### src/rtl/ex_stage_pipe.sv
// ============================================================================
// Module   : ex_stage_pipe
// Purpose  : Handshaked execute stage. It contains the ALU, an iterative signed
//            divider, the {GT,ET} flags and branch resolution.
// Revision : 1.0 - initial release
// ============================================================================
`default_nettype none

module ex_stage_pipe #(
    parameter int XLEN  = 32,
    parameter int RF_AW = 4
) (
    input  logic             clk,
    input  logic             rst,
    input  logic             in_valid,
    output logic             in_ready,
    input  logic [3:0]       in_alu_op,
    input  logic [1:0]       in_br,
    input  logic             in_is_ret,
    input  logic             in_is_call,
    input  logic             in_is_ld,
    input  logic             in_is_st,
    input  logic             in_wb,
    input  logic [XLEN-1:0]  in_pc,
    input  logic [XLEN-1:0]  in_op1,
    input  logic [XLEN-1:0]  in_op2,
    input  logic [XLEN-1:0]  in_st_data,
    input  logic [26:0]      in_offset,
    input  logic [RF_AW-1:0] in_rd,
    output logic             out_valid,
    input  logic             out_ready,
    output logic [XLEN-1:0]  out_result,
    output logic [XLEN-1:0]  out_st_data,
    output logic [RF_AW-1:0] out_rd,
    output logic             out_wb,
    output logic             out_is_ld,
    output logic             out_is_st,
    output logic             br_taken,
    output logic [XLEN-1:0]  br_target,
    output logic [1:0]       flags_q
);

    localparam int SHW = $clog2(XLEN);
    localparam int CW  = $clog2(XLEN + 1);

    localparam logic [0:0] S_IDLE = 1'b0;
    localparam logic [0:0] S_DIV  = 1'b1;

    localparam logic [3:0] OP_ADD = 4'd0,  OP_SUB = 4'd1,  OP_CMP = 4'd2,  OP_MUL = 4'd3;
    localparam logic [3:0] OP_DIV = 4'd4,  OP_MOD = 4'd5,  OP_LSL = 4'd6,  OP_LSR = 4'd7;
    localparam logic [3:0] OP_ASR = 4'd8,  OP_OR  = 4'd9,  OP_AND = 4'd10, OP_NOT = 4'd11;
    localparam logic [3:0] OP_MOV = 4'd12;

    localparam logic [XLEN-1:0] C_FOUR     = XLEN'(4);
    localparam logic [CW-1:0]   C_CNT_LAST = CW'(XLEN);

    logic [0:0]       state_q, state_d;
    logic [CW-1:0]    cnt_q;
    logic [XLEN-1:0]  div_rem_q, div_quo_q, div_dsr_q;
    logic             p_mod_q, p_qneg_q, p_rneg_q, p_zero_q;
    logic [XLEN-1:0]  p_op1_q, p_st_data_q, p_target_q;
    logic [RF_AW-1:0] p_rd_q;
    logic             p_wb_q, p_ld_q, p_st_q, p_taken_q;

    logic             out_valid_q, out_wb_q, out_ld_q, out_st_q, br_taken_q;
    logic [XLEN-1:0]  out_result_q, out_st_data_q, br_target_q;
    logic [RF_AW-1:0] out_rd_q;
    logic [1:0]       flg_q;

    logic             w_out_free, w_accept, w_is_div, w_taken, w_div_done;
    logic             w_load_ex, w_load_div, w_ge;
    logic [XLEN-1:0]  w_result, w_target, w_off, w_a_mag, w_b_mag;
    logic [XLEN:0]    w_rem_sh;
    logic [XLEN-1:0]  w_q_sgn, w_r_sgn, w_div_res;
    logic [SHW-1:0]   w_sh;

    assign w_out_free = !out_valid_q || out_ready;
    assign w_accept   = in_valid && in_ready;
    assign w_is_div   = ((in_alu_op == OP_DIV) || (in_alu_op == OP_MOD)) && !in_is_call;
    assign w_div_done = (state_q == S_DIV) && (cnt_q == C_CNT_LAST);
    assign w_load_ex  = w_accept && !w_is_div;
    assign w_load_div = w_div_done && w_out_free;
    assign w_sh       = in_op2[SHW-1:0];

    // ---------------- FSM ----------------
    always_ff @(posedge clk or negedge rst) begin
        if (!rst) state_q <= S_IDLE;
        else      state_q <= state_d;
    end

    always_comb begin
        state_d = state_q;
        case (state_q)
            S_IDLE:  if (w_accept && w_is_div) state_d = S_DIV;
            S_DIV:   if (w_load_div)           state_d = S_IDLE;
            default: state_d = S_IDLE;
        endcase
    end

    always_comb begin
        in_ready = 1'b0;
        case (state_q)
            S_IDLE:  in_ready = w_out_free;
            default: in_ready = 1'b0;
        endcase
    end

    // ---------------- ALU ----------------
    always_comb begin
        w_result = '0;
        case (in_alu_op)
            OP_ADD:  w_result = in_op1 + in_op2;
            OP_SUB:  w_result = in_op1 - in_op2;
            OP_MUL:  w_result = in_op1 * in_op2;
            OP_LSL:  w_result = in_op1 << w_sh;
            OP_LSR:  w_result = in_op1 >> w_sh;
            OP_ASR:  w_result = $signed(in_op1) >>> w_sh;
            OP_OR:   w_result = in_op1 | in_op2;
            OP_AND:  w_result = in_op1 & in_op2;
            OP_NOT:  w_result = ~in_op2;
            OP_MOV:  w_result = in_op2;
            default: w_result = '0;
        endcase
        if (in_is_call) w_result = in_pc + C_FOUR;
    end

    // Branch decision uses the flags as they stand before this edge
    assign w_off    = XLEN'($signed(in_offset)) << 2;
    assign w_taken  = (in_br == 2'd1) || ((in_br == 2'd2) && flg_q[0]) ||
                      ((in_br == 2'd3) && flg_q[1]) || in_is_ret;
    assign w_target = in_is_ret ? in_op1 : (in_pc + w_off);

    // ---------------- divider ----------------
    assign w_a_mag  = in_op1[XLEN-1] ? -in_op1 : in_op1;
    assign w_b_mag  = in_op2[XLEN-1] ? -in_op2 : in_op2;
    assign w_rem_sh = {div_rem_q, div_quo_q[XLEN-1]};
    assign w_ge     = w_rem_sh >= {1'b0, div_dsr_q};
    assign w_q_sgn  = p_qneg_q ? -div_quo_q : div_quo_q;
    assign w_r_sgn  = p_rneg_q ? -div_rem_q : div_rem_q;
    assign w_div_res = p_zero_q ? (p_mod_q ? p_op1_q : '1)
                                : (p_mod_q ? w_r_sgn : w_q_sgn);

    always_ff @(posedge clk or negedge rst) begin
        if (!rst) begin
            cnt_q       <= '0;
            div_rem_q   <= '0;
            div_quo_q   <= '0;
            div_dsr_q   <= '0;
            p_mod_q     <= 1'b0;
            p_qneg_q    <= 1'b0;
            p_rneg_q    <= 1'b0;
            p_zero_q    <= 1'b0;
            p_op1_q     <= '0;
            p_st_data_q <= '0;
            p_target_q  <= '0;
            p_rd_q      <= '0;
            p_wb_q      <= 1'b0;
            p_ld_q      <= 1'b0;
            p_st_q      <= 1'b0;
            p_taken_q   <= 1'b0;
        end else if (w_accept && w_is_div) begin
            cnt_q       <= '0;
            div_rem_q   <= '0;
            div_quo_q   <= w_a_mag;
            div_dsr_q   <= w_b_mag;
            p_mod_q     <= (in_alu_op == OP_MOD);
            p_qneg_q    <= in_op1[XLEN-1] ^ in_op2[XLEN-1];
            p_rneg_q    <= in_op1[XLEN-1];
            p_zero_q    <= (in_op2 == '0);
            p_op1_q     <= in_op1;
            p_st_data_q <= in_st_data;
            p_target_q  <= w_target;
            p_rd_q      <= in_rd;
            p_wb_q      <= in_wb;
            p_ld_q      <= in_is_ld;
            p_st_q      <= in_is_st;
            p_taken_q   <= w_taken;
        end else if ((state_q == S_DIV) && (cnt_q != C_CNT_LAST)) begin
            cnt_q     <= cnt_q + 1'b1;
            div_rem_q <= w_ge ? (w_rem_sh[XLEN-1:0] - div_dsr_q) : w_rem_sh[XLEN-1:0];
            div_quo_q <= {div_quo_q[XLEN-2:0], w_ge};
        end
    end

    // ---------------- output register and flags ----------------
    always_ff @(posedge clk or negedge rst) begin
        if (!rst) begin
            out_valid_q   <= 1'b0;
            out_result_q  <= '0;
            out_st_data_q <= '0;
            out_rd_q      <= '0;
            out_wb_q      <= 1'b0;
            out_ld_q      <= 1'b0;
            out_st_q      <= 1'b0;
            br_taken_q    <= 1'b0;
            br_target_q   <= '0;
            flg_q         <= 2'b00;
        end else begin
            out_valid_q <= w_load_ex || w_load_div || (out_valid_q && !out_ready);
            br_taken_q  <= 1'b0;
            if (w_load_ex) begin
                out_result_q  <= w_result;
                out_st_data_q <= in_st_data;
                out_rd_q      <= in_rd;
                out_wb_q      <= in_wb;
                out_ld_q      <= in_is_ld;
                out_st_q      <= in_is_st;
                br_taken_q    <= w_taken;
                br_target_q   <= w_target;
            end else if (w_load_div) begin
                out_result_q  <= w_div_res;
                out_st_data_q <= p_st_data_q;
                out_rd_q      <= p_rd_q;
                out_wb_q      <= p_wb_q;
                out_ld_q      <= p_ld_q;
                out_st_q      <= p_st_q;
                br_taken_q    <= p_taken_q;
                br_target_q   <= p_target_q;
            end
            if (w_accept && (in_alu_op == OP_CMP))
                flg_q <= {($signed(in_op1) > $signed(in_op2)), (in_op1 == in_op2)};
        end
    end

    assign out_valid   = out_valid_q;
    assign out_result  = out_result_q;
    assign out_st_data = out_st_data_q;
    assign out_rd      = out_rd_q;
    assign out_wb      = out_wb_q;
    assign out_is_ld   = out_ld_q;
    assign out_is_st   = out_st_q;
    assign br_taken    = br_taken_q;
    assign br_target   = br_target_q;
    assign flags_q     = flg_q;

endmodule

`default_nettype wire

### config.mk
export PLATFORM = sky130hd
export DESIGN_NAME = ex_stage_pipe
export DESIGN_NICKNAME = d
export VERILOG_FILES = /design/src/rtl/ex_stage_pipe.sv
export SDC_FILE = /design/constraint.sdc
export NUM_CORES = 2
export LEC_CHECK = 0
export CAP_MARGIN = 5
export CORE_ASPECT_RATIO = 0.6
export CORE_MARGIN = 2
export CORE_UTILIZATION = 44
export CTS_BUF_LIST = sky130_fd_sc_hd__clkbuf_2
export CTS_CLUSTER_DIAMETER = 50
export DETAILED_ROUTE_END_ITERATION = 16
export HOLD_SLACK_MARGIN = 0.06
export PLACE_DENSITY = 0.65
export SLEW_MARGIN = 20
export SYNTH_ARGS = -nofsm -noshare
export SYNTH_HDL_FRONTEND = slang
export SYNTH_SLANG_ARGS = --single-unit
### constraint.sdc
create_clock -name clk -period 3.45 [get_ports clk]
set_input_delay 0.69 -clock clk [delete_from_list [all_inputs] [get_ports clk]]
set_output_delay 0.69 -clock clk [all_outputs]
set_load 0.03 [all_outputs]
# Word-level counts from Yosys, hierarchy flattened
# Cells that the tools add are included.
[word_totals]
output_inout_bits = 108
input_bits = 174
register_bits = 318
[classes]
multipliers = 1
n_bitwise = 5
order_cmp = 2
n_shift = 3
n_reduce_logical = 26
eq_ne = 18
n_addsub = 10
n_mux = 37
[op_table]
columns = ["op", "count"]
rows = [
  ["$mux W32", 20],
  ["$pmux W32 S10", 1],
  ["$neg A32 Y32", 4],
  ["$add A32 B32 Y32", 2],
  ["$sub A32 B32 Y32", 2],
  ["$ge A33 B32 Y1", 1],
  ["$add A32 B3 Y32 const B", 1],
  ["$and A32 B32 Y32", 1],
  ["$eq A32 B32 Y1", 1],
  ["$gt A32 B32 Y1", 1],
  ["$logic_not A32 Y1", 1],
  ["$mul A32 B32 Y32", 1],
  ["$not A32 Y32", 1],
  ["$or A32 B32 Y32", 1],
  ["$shl A32 B5 Y32", 1],
  ["$shr A32 B5 Y32", 1],
  ["$sshr A32 B5 Y32", 1],
  ["$eq A4 B4 Y1 const B", 5],
  ["$eq A4 B3 Y1 const B", 4],
  ["$mux W6", 2],
  ["$logic_and A1 B1 Y1", 11],
  ["$mux W1", 11],
  ["$eq A4 B2 Y1 const B", 2],
  ["$mux W4", 2],
  ["other kinds (13)", 24],
]

# Logic depth before layout (Yosys ltp)
[logic_depth]
word_depth = 7
mapped_depth = 31
ltp_nobuf = 27

# Worst setup path before layout
# Ideal clock, no wire load.
[synth_timing]
kind = "input port to flip-flop"
from = "in in_op2[2]"
to = "reg out_result_q[31] (netlist: out_result[31])"
t_arrival_ns = 8.191
path_slack_ns = -4.865
setup_time_ns = 0.124
t_required_ns = 3.326
path_buffers = 4
path_stages = 28
path_cell_list = "inv_1 > clkbuf_1 > clkbuf_1 > clkbuf_1 > buf_1 > nor2_1 > fa_1 > inv_1 > fa_1 > fa_1 > fa_1 > inv_1 > fa_1 > inv_1 > fa_1 > inv_1 > fa_1 > fa_1 > ha_1 > a21oi_1 > o21ai_0 > nor3_1 > nor4b_1 > o31a_1 > a31oi_1 > xnor2_1 > nor2_1 > o31a_1"
[synth_between]
elab_chain_len = 4
word_cells_on_any_way = 9
[synth_lines]
columns = ["element", "line_no", "rtl"]
rows = [
  ["start: declaration", "26", "input logic [XLEN-1:0] in_op2,"],
  ["$mul A32 B32 Y32 (tied with other cells)", "114", "OP_MUL: w_result = in_op1 * in_op2;"],
  ["$pmux W32 S10 (*)", "111", "case (in_alu_op)"],
  ["$mux W32 (*)", "124", "if (in_is_call) w_result = in_pc + C_FOUR;"],
  ["$mux W32 (*)", "201", "if (w_load_ex) begin"],
  ["end signal: assignment", "202", "out_result_q <= w_result;"],
  ["end signal: assignment", "211", "out_result_q <= w_div_res;"],
  ["end: declaration", "66", "logic [XLEN-1:0] out_result_q, out_st_data_q, br_target_q;"],
]
# Every way passes the cells marked *; elsewhere a longest branch is shown, timed or not.
# A chain may end at the register's enable or synchronous reset.

# Worst setup path in the final report
[layout_timing]
from = "in in_op2[18]"
to = "reg out_result_q[30] (netlist: out_result[30])"
[layout_between]
elab_chain_len = 4
word_cells_on_any_way = 6
[layout_lines]
columns = ["element", "line_no"]
rows = [
  ["$mul A32 B32 Y32 (tied with other cells)", "114"],
  ["$pmux W32 S10 (*)", "111"],
  ["$mux W32 (*)", "124"],
  ["$mux W32 (*)", "201"],
]
# Marks and branches as above.

==> impl_summary.md <==
Placed design
Once detailed placement completed, the half-perimeter wirelength came to 202,400 um. Routability-driven placement finished with a final weighted congestion of 1.156. The worst setup slack before clock tree synthesis is -4.955 ns. The number of buffer cells added on primary ports is 281. The placed instances occupy a cell area of 56,410 um^2.

Logic synthesis
The net count after synthesis is 6,212. Counting flops with a built-in enable in the synthesized netlist gives 0. After synthesis the netlist holds a flip-flop and latch count of 317. The top flip-flop cell by instance count after synthesis is dfrtp_1.

The share of async-settable or async-resettable flops after synthesis is 1.000. The post-synth design cell area is 43,210 um^2. Synthesis instantiated 81 different standard cells from the library. The Yosys step of the flow raised 0 warnings. In the synthesized netlist, the number of instances is 5,338. After synthesis, the mean cell area works out to 8.094 um^2. The sequential fraction of the synthesis area is 0.1836.

Drt
The detailed-route wire length per cell is 31.44 um. The number of routed nets with antenna violations is 0. The routed design has 250,500 um of wire.

The count of vias placed by the detailed router is 49,350. The remaining routing DRC violations is 0. The number of detailed-routing iterations run before antenna repair is 6. Using the TritonRoute via totals, the vias-per-cell ratio works out to 6.193. The violation count after the first detailed-route iteration is 7,985.

STA
Hold timing on the final database bottoms out at a slack of 0.2038 ns. In the post-route analysis, the smallest setup slack over all paths is -3.205 ns. Clock skew on the completed layout was measured at 0.1287 ns. Dividing the final minimum period by the clock period gives 1.929. The number of hold-slack violations in the final timing report is 0. Setup repair after global routing could not meet its margin everywhere. The final number of max-transition violations came to 0. The actual transition at the worst max-transition pin is 1.159 ns. The number of setup violations in the final report is 33. In this run the tightest slew margin relative to its limit is 0.2268.

The achievable frequency is 0.1503 GHz. Counting I/O delays and the setup requirement, the final critical path takes 6.655 ns.

Floorplanning
The die covers 100,800 um^2. The standard cell core area is 96,670 um^2. Measured along the x axis, the die boundary spans 408.6 um.

The height of the chip is 246.7 um. The count of standard-cell rows is 88. Pin placement for this block handled 282 I/O pins. The starting density of the core is 0.4469.

Finish
The final standard cell area without fillers is 61,350 um^2. Leaving out fill and tap cells, the most frequent cell in the layout is buf_4. The number of fill cells in the layout is 8,213. Leaving out fill and tap cells, the most frequent cells in the layout are 1,085 x buf_4, 707 x nand2_1, 589 x nor2_1, 456 x inv_1, 360 x fa_1. In the final layout, the share of cells above drive strength 1 is 0.3036. The net count of the finished layout is 7,488. Compared with the post-synthesis result, the final layout area differs by 41.99%.

Clock network
After clock tree synthesis, the clock-pin slew on the worst setup and hold paths is 0.19 ns. The longest clock path from root to sink contains 3 buffers. The buffer cell driving the clock tree root is clkbuf_2. In this run, CTS created clock tree buffers numbering 67. The count of clock tree sinks is 317. The clock tree from TritonCTS is yes. The H-tree generated during clock tree synthesis spans 3 levels. Clock latency on the worst-skew pair, taken at its later pin, is 1.04 ns.

Run
Across the run, the number of max-cap violations was 0.

Worst setup path
The category of the worst setup path launch point is a primary input. The highest cell delay on the worst timing path is 0.54 ns. Across all register-to-register paths, the minimum setup slack is -0.66 ns.

The startpoint identified for the worst register-to-register timing path is div_rem_q[1]. The critical path required time is 4.35 ns. In this run the critical register-to-register path is captured at out_result[24]. The category of the worst setup path capture point is a flip-flop. The slowest stage of the critical path is the fa_1 cell. The worst path arrival time is 7.56 ns. The cell that appears most often on the critical path is fa_1.

The top fanout value on the critical path is 7. The cell count of the worst reg-to-reg path is 12. By startpoint and endpoint, the worst setup path is classified as primary input to flip-flop.

Global routing
The all-layer global routing usage is 0.4877. The number of global-route vias before repair is 46,860. Entering global routing, the biggest net connects 82 pins. The number of antenna violations at the first check in global routing is 19. The residual overflow from global routing is 0. The first global-routing pass estimated 349,300 um of wire.

Outcome
The run finished, with violations left. The final reports fail on setup timing.

Hold path
The class of the most critical hold timing path is primary input to async pin.
-- Yosys cell counts (12+ instances only) --
cell	number	share of area
and3_1	33	0.0048
nor4_1	16	0.0023
xor2_1	78	0.016
a21o_1	64	0.011
nand3_1	58	0.0067
nor3_1	54	0.0063
a221oi_1	30	0.0061
dfrtp_1	317	0.18
or3_1	39	0.0056
a32oi_1	16	0.0032
nand2_1	719	0.062
a31oi_1	41	0.0059
nand4_1	27	0.0039
mux2_2	12	0.0031
nor2_1	683	0.059
nand2b_1	31	0.0045
or2_2	16	0.0023
clkinv_1	16	0.0014
a211oi_1	44	0.0076
o211ai_1	33	0.0057
nor3b_1	17	0.0030
a21oi_1	262	0.030
o21ai_0	361	0.042
o21bai_1	18	0.0031
o41ai_1	22	0.0045
or4_1	15	0.0026
o21a_1	23	0.0040
a22oi_1	30	0.0052
mux2i_1	63	0.015
o2111ai_1	12	0.0024
fa_1	412	0.19
o31a_1	12	0.0024
mux4_2	61	0.032
nor2b_1	19	0.0028
inv_1	524	0.046
a221o_1	12	0.0028
xnor2_1	217	0.044
o221ai_1	44	0.0089
clkbuf_1	302	0.026
o22ai_1	68	0.0098
buf_1	66	0.0057
ha_1	288	0.083
o31ai_1	47	0.0082
-- stage by stage --
stage	TNS, ns	utilization	std cells
floorplan	-83.71	-	5338
global placement	-163.06	0.5835	7698
detailed placement	-166.31	0.5835	7698
CTS	-69.40	0.6257	7939
global route	-74.07	0.6345	7965
finish	-73.43	0.6346	7969
-- sequential cells by signal, summed over array words and instances, names as in the netlist, 2 cells and up --
name / flops
out_result: 32
p_op1_q: 31
flags_q: 2
cnt_q: 6
div_dsr_q: 32
p_rd_q: 4
out_st_data: 32
div_rem_q: 32
div_quo_q: 32
p_st_data_q: 32
p_target_q: 32
br_target: 32
out_rd: 4
-- worst max-delay path, delay by kind of cell --
kind,cells,cell delay (ns)
buffers and inverters,5,0.77
muxes,1,0.31
and+or+nand+nor,3,0.40
AOI/OAI and AO/OA,7,1.34
adders and majority gates,9,4.02
-- logic make-up after synthesis --
kind of cell,count (synthesis),synth area share
DFF,317,0.1836
buffers and inverters,912,0.07926
AOI/OAI and AO/OA,1217,0.1802
muxes,136,0.04952
xor gates and xnor gates,295,0.05980
and+or+nand+nor,1761,0.1733
adders and majority gates,700,0.2743
-- area by class of cell --
class	instances	area (um^2)	share of cell area
diodes	8	20.02	0.0003263
clock buffers	90	450.4	0.007342
clock inverters	21	195.2	0.003182
inverters	543	2233	0.03640
multi-input cells	4109	34620	0.5642
flip-flops and latches	317	7934	0.1293
well taps	1305	1633	0.02662
repair buffers	1575	14250	0.2323
repair inverters	1	16.27	0.0002651
-- routing by layer --
| layer | part of all wire | global-route usage |
|---|---|---|
| met5 | 0.00050 | 0 |
| met4 | 0.036 | 0.1194 |
| met3 | 0.19 | 0.2813 |
| met2 | 0.36 | 0.6076 |
| met1 | 0.42 | 0.7026 |
-- repair_timing --
item,CTS,global route
pin swaps,279,159
gates resized for setup,667,187
setup endpoints to repair,70,67
gates cloned,1,2
hold buffers,1,0
setup buffers,153,35
endpoints found under the hold margin,66,0
-- worst max path at each step --
stage	start	to	slack (ns)
floorplan	in_op2[2]	out_result[28]	-3.80
global placement	in_op1[11]	out_result[31]	-4.91
detailed placement	in_op2[6]	out_result[31]	-4.96
CTS	in_op2[2]	out_result[30]	-3.09
global route	in_op1[14]	out_result[27]	-3.27
finish	in_op2[18]	out_result[30]	-3.20
Power is not shown: default switching activity piles up to over one toggle a cycle in this logic, so the estimate is an artifact.
